## src/rtl/pmc14495.sv

```systemverilog
// Registered hex-to-seven-segment decoder (MC14495 style), active-low a..g and p, with LE blanking.
// Latency 1 cycle, new nibble accepted every cycle, no backpressure; rst outranks LE, LE outranks data.
module pmc14495 (
  input  logic clk,
  input  logic rst,
  input  logic D3,
  input  logic D2,
  input  logic D1,
  input  logic D0,
  input  logic point,
  input  logic LE,
  output logic a,
  output logic b,
  output logic c,
  output logic d,
  output logic e,
  output logic f,
  output logic g,
  output logic p
);

  logic [3:0] nib;
  logic [6:0] lit;  // {a,b,c,d,e,f,g}, 1 = segment lit

  assign nib = {D3, D2, D1, D0};

  always_comb begin
    lit = 7'b0000000;
    case (nib)
      4'h0: lit = 7'b1111110;
      4'h1: lit = 7'b0110000;
      4'h2: lit = 7'b1101101;
      4'h3: lit = 7'b1111001;
      4'h4: lit = 7'b0110011;
      4'h5: lit = 7'b1011011;
      4'h6: lit = 7'b1011111;
      4'h7: lit = 7'b1110000;
      4'h8: lit = 7'b1111111;
      4'h9: lit = 7'b1111011;
      4'hA: lit = 7'b1110111;
      4'hB: lit = 7'b0011111;
      4'hC: lit = 7'b1001110;
      4'hD: lit = 7'b0111101;
      4'hE: lit = 7'b1001111;
      4'hF: lit = 7'b1000111;
      default: lit = 7'b0000000;
    endcase
  end

  // Outputs are driven straight from these flops; inverting here keeps the pins glitch-free.
  always_ff @(posedge clk) begin
    if (rst) begin
      {a, b, c, d, e, f, g, p} <= 8'hFF;
    end else if (LE) begin
      {a, b, c, d, e, f, g, p} <= 8'hFF;
    end else begin
      {a, b, c, d, e, f, g} <= ~lit;
      p                     <= ~point;
    end
  end

endmodule

```

## config.mk

```make
export PLATFORM = sky130hd
export DESIGN_NAME = pmc14495
export DESIGN_NICKNAME = d
export VERILOG_FILES = /design/src/rtl/pmc14495.sv
export SDC_FILE = /design/constraint.sdc
export NUM_CORES = 1
export LEC_CHECK = 0
export ABC_AREA = 1
export BUFFER_PORTS_ARGS = -buffer_cell sky130_fd_sc_hd__buf_2
export CAP_MARGIN = 20
export CORE_AREA = 5 5 42 44
export DETAILED_ROUTE_END_ITERATION = 6
export DIE_AREA = 0 0 47 49
export PLACE_DENSITY = 0.67
export SKIP_LAST_GASP = 1
export SLEW_MARGIN = 25
export SYNTH_ARGS = -nofsm -noshare
export SYNTH_HDL_FRONTEND = slang
export SYNTH_SLANG_ARGS = --single-unit
```

## constraint.sdc

```tcl
create_clock -name clk -period 1.2 [get_ports clk]
set_input_delay 0.24 -clock clk [delete_from_list [all_inputs] [get_ports clk]]
set_output_delay 0.24 -clock clk [all_outputs]
set_load 0.05 [all_outputs]
```

==> results.json, run 1 <==
{
  "cts_resized": 0,
  "drt-initial-drc-count": 14,
  "fin_crit_sh": 0.862,
  "cp.arrival_ns": 0.79,
  "drt_wl_total_um": 856,
  "ys.flop_type": "dfxtp_1",
  "hold_path.class": "input port to flip-flop",
  "synth_top_area_cell": "dfxtp_1",
  "clock_path_buffers": 2,
  "maxSlewHeadroom": 0.801,
  "io_buffer_count": 15,
  "slowest_stage": "dfxtp_1",
  "gp_routability_congestion": 0.868,
  "worst_slew_pin_slew_ns": 0.298,
  "grt_pass1_wl_um": 1450,
  "drive_gt1_frac": 0.299,
  "coreArea_um2": 1400,
  "finalSetupTns_ns": 0,
  "min_path_cells": 2,
  "rsz0062_at_grt": "no",
  "cts_tree": "done",
  "path_clk_slew_ns": 0.05,
  "synth_edf_count": 0,
  "syn_inst": 61,
  "end_kind": "output pin",
  "path_buf_inv": 1,
  "ys_types": 13,
  "drv_slew": 0,
  "grt_pass1_vias": 351,
  "drc": 0,
  "yosysSeqAreaShare": 0.338,
  "powerDensity_nw_per_um2": 1120,
  "crit_chain": "buf_2",
  "die_y_um": 49,
  "cts.hold.buffers_added": 0,
  "drv_cap": 0,
  "cts_setup_buffers": 0,
  "synth_area_um2": 474,
  "min_from": "point",
  "antenna_left": 0,
  "worstPathRequired_ns": 0.96,
  "synthArstFlopShare": 0,
  "vias": 417,
  "finalNetCount": 93,
  "status": "finished, final reports clean",
  "diodes": 0,
  "antenna_found_initial": 0,
  "crit_fanout": 1,
  "fmax_ghz": 0.967,
  "die_x_um": 47,
  "synth_warnings": 0,
  "period_needed_ns": 1.03,
  "ys_ff_latch": 8,
  "grtUsageTotal": 0.0847,
  "fp-row-count": 14,
  "synth_area_leaders": "dfxtp_1, nand3_1, ha_1, nand2_1, inv_1",
  "synth_common_cells": "nand3_1, nand2_1, dfxtp_1",
  "synth_top_area_frac": 0.338,
  "cpPeakStageDelay_ns": 0.30,
  "synth.most_common_cell": "nand3_1",
  "ir_drop_v": 0.000322,
  "hold_viol_final": 0,
  "finalSetupViolations": 0,
  "start_kind": "flip-flop",
  "grt_max_degree": 10,
  "overflow": 0,
  "clock_sinks": 8,
  "avgSynthCellArea_um2": 7.77,
  "whs_endpoint": "p$_SDFF_PP1_",
  "wl_per_cell_um": 9.20,
  "dieArea_um2": 2300,
  "worstSetupPathType": "flip-flop to output pin",
  "area_growth_syn_to_layout_pct": 19.5,
  "h-tree-depth": 1,
  "ioPinCount": 16,
  "cts_buffers": 3,
  "holdWs_ns": 0.157,
  "cpLargestDelayFamily": "flip-flops",
  "p_leak_nw": 0.289,
  "fin_util": 0.404,
  "drt-pass1-iter-count": 4,
  "start_util": 0.338,
  "syn_nets": 75,
  "clockRootBuffer": "clkbuf_4",
  "viasPerCell": 4.48
}
## cell families after synthesis
family        share of synthesized area
fa+ha+maj                         0.158
flops                             0.338
buf+inv                           0.137
simple gates                      0.367
## stage by stage
step | worst slack, ns | total power [W] | cells | cell area, µm²
5_1_grt | 0.122 | 0.000680 | 93 | 567
2_1_floorplan | 0.274 | 0.000421 | 61 | 474
3_5_place_dp | 0.0159 | 0.000456 | 90 | 544
3_3_place_gp | 0.0548 | 0.000455 | 90 | 544
6_report | 0.166 | 0.000635 | 93 | 567
4_1_cts | 0.151 | 0.000645 | 93 | 567
## where the power goes
part,switching (W),internal [W],total [W]
clock,0.0000728,0.000113,0.000186
sequential,0.00000270,0.000282,0.000284
combinational,0.000119,0.0000463,0.000165
total,0.000194,0.000441,0.000635
## layout make-up
class                      instances  area [µm²]
clock buffer                       3        22.5
multi-input combinational         43         249
timing repair buffer              15        75.1
tap                               16        20.0
sequential                         8         160
fill                             160         835
inverter                           8        40.0
## registers in the layout, indices dropped and copies added (netlist names)
signal and flops:
d 1, b 1, e 1, f 1, c 1, p 1, g 1, a 1
## cell usage in the layout (no fill, tap or decap), drive strengths merged
| master | instances |
|---|---|
| dfxtp | 8 |
| buf | 15 |
| ha | 6 |
| inv | 8 |
| nor2 | 2 |
| clkbuf | 3 |
| nand2 | 17 |
| nand3 | 18 |
## how the worst max path moves through the flow
stage            startpoint            to  cells past startpoint
6_report       a$_SDFF_PP1_             a                      1
5_1_grt        p$_SDFF_PP1_             p                      1
4_1_cts        a$_SDFF_PP1_             a                      1
3_5_place_dp             D1  a$_SDFF_PP1_                      7
3_3_place_gp             D1  a$_SDFF_PP1_                      7
2_1_floorplan            D0  d$_SDFF_PP1_                      7
## routing by layer
metal / vias to the layer above / global-route usage / share of wire
met5: - / 0 / 0
met4: 0 / 0.0553 / 0
met3: 0 / 0.0111 / 0.085
met2: 18 / 0.122 / 0.50
met1: 172 / 0.113 / 0.41
li1: 227 / - / -
Power figures use the tool's default switching activity.
==> inputs of run 2 (changes only) <==
PLACE_DENSITY = unset   (was 0.67)
PLACE_DENSITY_LB_ADDON = 0.05   (was unset)
==> run 2 against run 1 <==
Count of clock-buffer cells in the layout is the same. Critical endpoint is now e. Largest power group unchanged. Design area is the same. Hold slack lost 0.00053 ns. First-iteration DRC count shrank 71%. Largest cell class unchanged. Via count grew 2.4%.
==> results.json, run 2 (same netlist as run 1, synthesis figures left out) <==
{
  "hold_viol_final": 0,
  "clockRootBuffer": "clkbuf_4",
  "placed_cells": 90,
  "antenna_left": 0,
  "fmax_ghz": 0.962,
  "gp_routability_congestion": 0.814,
  "drt-pass1-iter-count": 2,
  "dieArea_um2": 2300,
  "vias": 427,
  "period_needed_ns": 1.04,
  "finalNetCount": 93,
  "maxSlewHeadroom": 0.778,
  "dp_hpwl_um": 761,
  "total_power_w": 0.000647,
  "end_kind": "output pin",
  "wl_per_cell_um": 10.2,
  "viasPerCell": 4.59,
  "cts_tree": "done",
  "drt-initial-drc-count": 4,
  "fin_area_um2": 567,
  "clock_path_buffers": 2,
  "finalSetupTns_ns": 0,
  "clock_sinks": 8,
  "drt_wl_total_um": 951,
  "die_x_um": 47,
  "ioPinCount": 16,
  "cp.arrival_ns": 0.80,
  "h-tree-depth": 1,
  "worstSetupPathType": "flip-flop to output pin",
  "overflow": 0,
  "wl_met1_um": 426,
  "top_layer": "met4",
  "fin_cells": 93,
  "mostFrequentLayoutCell": "nand3_1",
  "fp-row-count": 14,
  "grt_max_degree": 10,
  "worst_slew_pin_slew_ns": 0.332,
  "cts_buffers": 3,
  "die_y_um": 49,
  "grt_pass1_wl_um": 1600,
  "cts_resized": 0,
  "fin_crit_sh": 0.866,
  "powerDensity_nw_per_um2": 1140,
  "hold_path.class": "input port to flip-flop",
  "coreArea_um2": 1400,
  "path_clk_slew_ns": 0.05,
  "placed_cell_area_um2": 544,
  "drv_cap": 0,
  "worstPathRequired_ns": 0.96,
  "finalSetupViolations": 0,
  "io_buffer_count": 15,
  "start_kind": "flip-flop",
  "p_leak_nw": 0.289,
  "path_buf_inv": 1,
  "area_growth_syn_to_layout_pct": 19.5,
  "drive_gt1_frac": 0.299,
  "ir_drop_v": 0.000277,
  "cts.hold.buffers_added": 0,
  "cpLargestDelayFamily": "flip-flops",
  "status": "finished, final reports clean",
  "slowest_stage": "dfxtp_1",
  "grt_pass1_vias": 385,
  "cpPeakStageDelay_ns": 0.30,
  "grtUsageTotal": 0.0980,
  "rsz0062_at_grt": "no",
  "crit_chain": "buf_2",
  "crit_fanout": 1,
  "diodes": 0,
  "holdWs_ns": 0.157,
  "drc": 0,
  "wl_met3_um": 78,
  "antenna_found_initial": 0,
  "most-common-layout-cells": "nand3_1, nand2_1, buf_2",
  "cts_setup_buffers": 0,
  "drv_slew": 0,
  "met2WireLength_um": 424,
  "start_util": 0.338
}
run 2: layer usage:
metal | vias to the layer above | GRT usage
met5 | - | 0
met4 | 0 | 0.0968
met3 | 2 | 0.0148
met2 | 13 | 0.133
met1 | 185 | 0.121
li1 | 227 | -
run 2: final cells by class:
cell class                      count  area [µm²]
Clock buffer                        3        22.5
Fill cell                         158         835
Inverter                            8        40.0
Multi-Input combinational cell     43         249
Sequential cell                     8         160
Tap cell                           16        20.0
Timing Repair Buffer               15        75.1
run 2: report_power, final:
part / internal [W] / leakage [nW] / switching, W
sequential: 0.000281 / 0.0663 / 0.00000271
clock: 0.000114 / 0.0138 / 0.0000825
combinational: 0.0000465 / 0.209 / 0.000121
run 2: path summary, 6_finish.rpt:
path,start,end,slack (ns),cells after the start
worst max-delay path,e$_SDFF_PP1_,e,0.16,1
worst min-delay path,point,p$_SDFF_PP1_,0.16,2
run 2: through the flow:
step,setup slack [ns],util
floorplan,0.274,-
finish,0.161,0.404
global placement,0.0242,0.388
CTS,0.145,0.404
global route,0.108,0.404
detailed placement,0.0172,0.388
==> inputs of run 3 (changes only) <==
ABC_CLOCK_PERIOD_IN_PS = 1200   (was unset)
PLACE_DENSITY_LB_ADDON = unset   (was 0.05)
==> run 3 against run 2 <==
Final cell count is the same. Sequential cell count is the same. Core utilization is the same. Critical path depth is the same. Setup slack gained 0.0043 ns. Sequential share of layout area is the same. First-iteration DRC count grew 25%. Largest power group unchanged.
==> results.json, run 3 (same netlist as run 1, synthesis figures left out) <==
{
  "grtUsageTotal": 0.0831,
  "start_util": 0.338,
  "antenna_found_initial": 0,
  "cts_setup_buffers": 0,
  "dp_hpwl_um": 696,
  "hold_path.class": "input port to flip-flop",
  "fin_crit_sh": 0.862,
  "grt_pass1_vias": 343,
  "gp_routability_congestion": 0.786,
  "dieArea_um2": 2300,
  "powerDensity_nw_per_um2": 1130,
  "worst_slew_pin_slew_ns": 0.298,
  "cpPeakStageDelay_ns": 0.30,
  "ir_drop_v": 0.000293,
  "die_y_um": 49,
  "crit_cells": 1,
  "whs_endpoint": "p$_SDFF_PP1_",
  "placed_cell_area_um2": 544,
  "most-common-layout-cells": "nand3_1, nand2_1, buf_2",
  "worstSetupPathType": "flip-flop to output pin",
  "cts.hold.buffers_added": 0,
  "period_needed_ns": 1.03,
  "overflow": 0,
  "clock_sinks": 8,
  "drv_slew": 0,
  "coreArea_um2": 1400,
  "start_kind": "flip-flop",
  "finalSetupViolations": 0,
  "ioPinCount": 16,
  "clockRootBuffer": "clkbuf_4",
  "hold_viol_final": 0,
  "drv_cap": 0,
  "min_from": "point",
  "antenna_left": 0,
  "p_leak_nw": 0.289,
  "wl_per_cell_um": 9.15,
  "drive_gt1_frac": 0.299,
  "fin_cells": 93,
  "fillerInstances": 157,
  "path_clk_slew_ns": 0.05,
  "worstPathRequired_ns": 0.96,
  "maxSlewHeadroom": 0.801,
  "path_buf_inv": 1,
  "clock_path_buffers": 2,
  "area_growth_syn_to_layout_pct": 19.5,
  "cpLargestDelayFamily": "flip-flops",
  "cts_resized": 0,
  "cts_buffers": 3,
  "fmax_ghz": 0.966,
  "min_path_cells": 2,
  "h-tree-depth": 1,
  "fin_area_um2": 567,
  "slowest_stage": "dfxtp_1",
  "total_power_w": 0.000638,
  "finalNetCount": 93,
  "placed_cells": 90,
  "drt_wl_total_um": 851,
  "cts_tree": "done",
  "vias": 407,
  "mostFrequentLayoutCell": "nand3_1",
  "status": "finished, final reports clean",
  "grt_pass1_wl_um": 1420,
  "diodes": 0,
  "finalSetupTns_ns": 0,
  "cp.arrival_ns": 0.79,
  "holdWs_ns": 0.168,
  "viasPerCell": 4.38,
  "drc": 0,
  "fp-row-count": 14,
  "io_buffer_count": 15,
  "crit_fanout": 1,
  "crit_chain": "buf_2",
  "die_x_um": 47,
  "rsz0062_at_grt": "no",
  "drt-initial-drc-count": 5,
  "end_kind": "output pin",
  "drt-pass1-iter-count": 2,
  "grt_max_degree": 10
}
[run 3: cell counts in the layout (fill, tap and decap cells not counted)]
Identical to the previous run, type by type.
[run 3: layout make-up]
type                    count  area [µm²]  share of cell area
multi-input cells          43         249               0.439
flip-flops and latches      8         160               0.283
repair buffers             15        75.1               0.132
inverters                   8        40.0              0.0706
clock buffers               3        22.5              0.0397
well taps                  16        20.0              0.0353
[run 3: worst max-delay path by stage]
stage | startpoint | slack (ns) | end
2_1_floorplan | D0 | 0.27 | d$_SDFF_PP1_
3_3_place_gp | D1 | 0.006 | a$_SDFF_PP1_
3_5_place_dp | D1 | 0.02 | a$_SDFF_PP1_
4_1_cts | p$_SDFF_PP1_ | 0.15 | p
5_1_grt | e$_SDFF_PP1_ | 0.13 | e
6_report | p$_SDFF_PP1_ | 0.17 | p
[run 3: through the flow]
stage	setup WS (ns)	utilization
3_3_place_gp	0.00579	0.388
2_1_floorplan	0.274	-
3_5_place_dp	0.0228	0.388
6_report	0.165	0.404
5_1_grt	0.126	0.404
4_1_cts	0.152	0.404
[run 3: where the power goes]
part / total [W] / internal [W] / switching [W]
sequential: 0.000284 / 0.000281 / 0.00000253
combinational: 0.000165 / 0.0000462 / 0.000119
clock: 0.000189 / 0.000113 / 0.0000757
[run 3: per-layer routing]
layer	vias up	track usage	part of all wire
met3	0	0.0148	0.061
met4	0	0.0691	0
met1	174	0.103	0.43
li1	226	-	-
met5	-	0	0
met2	7	0.118	0.51
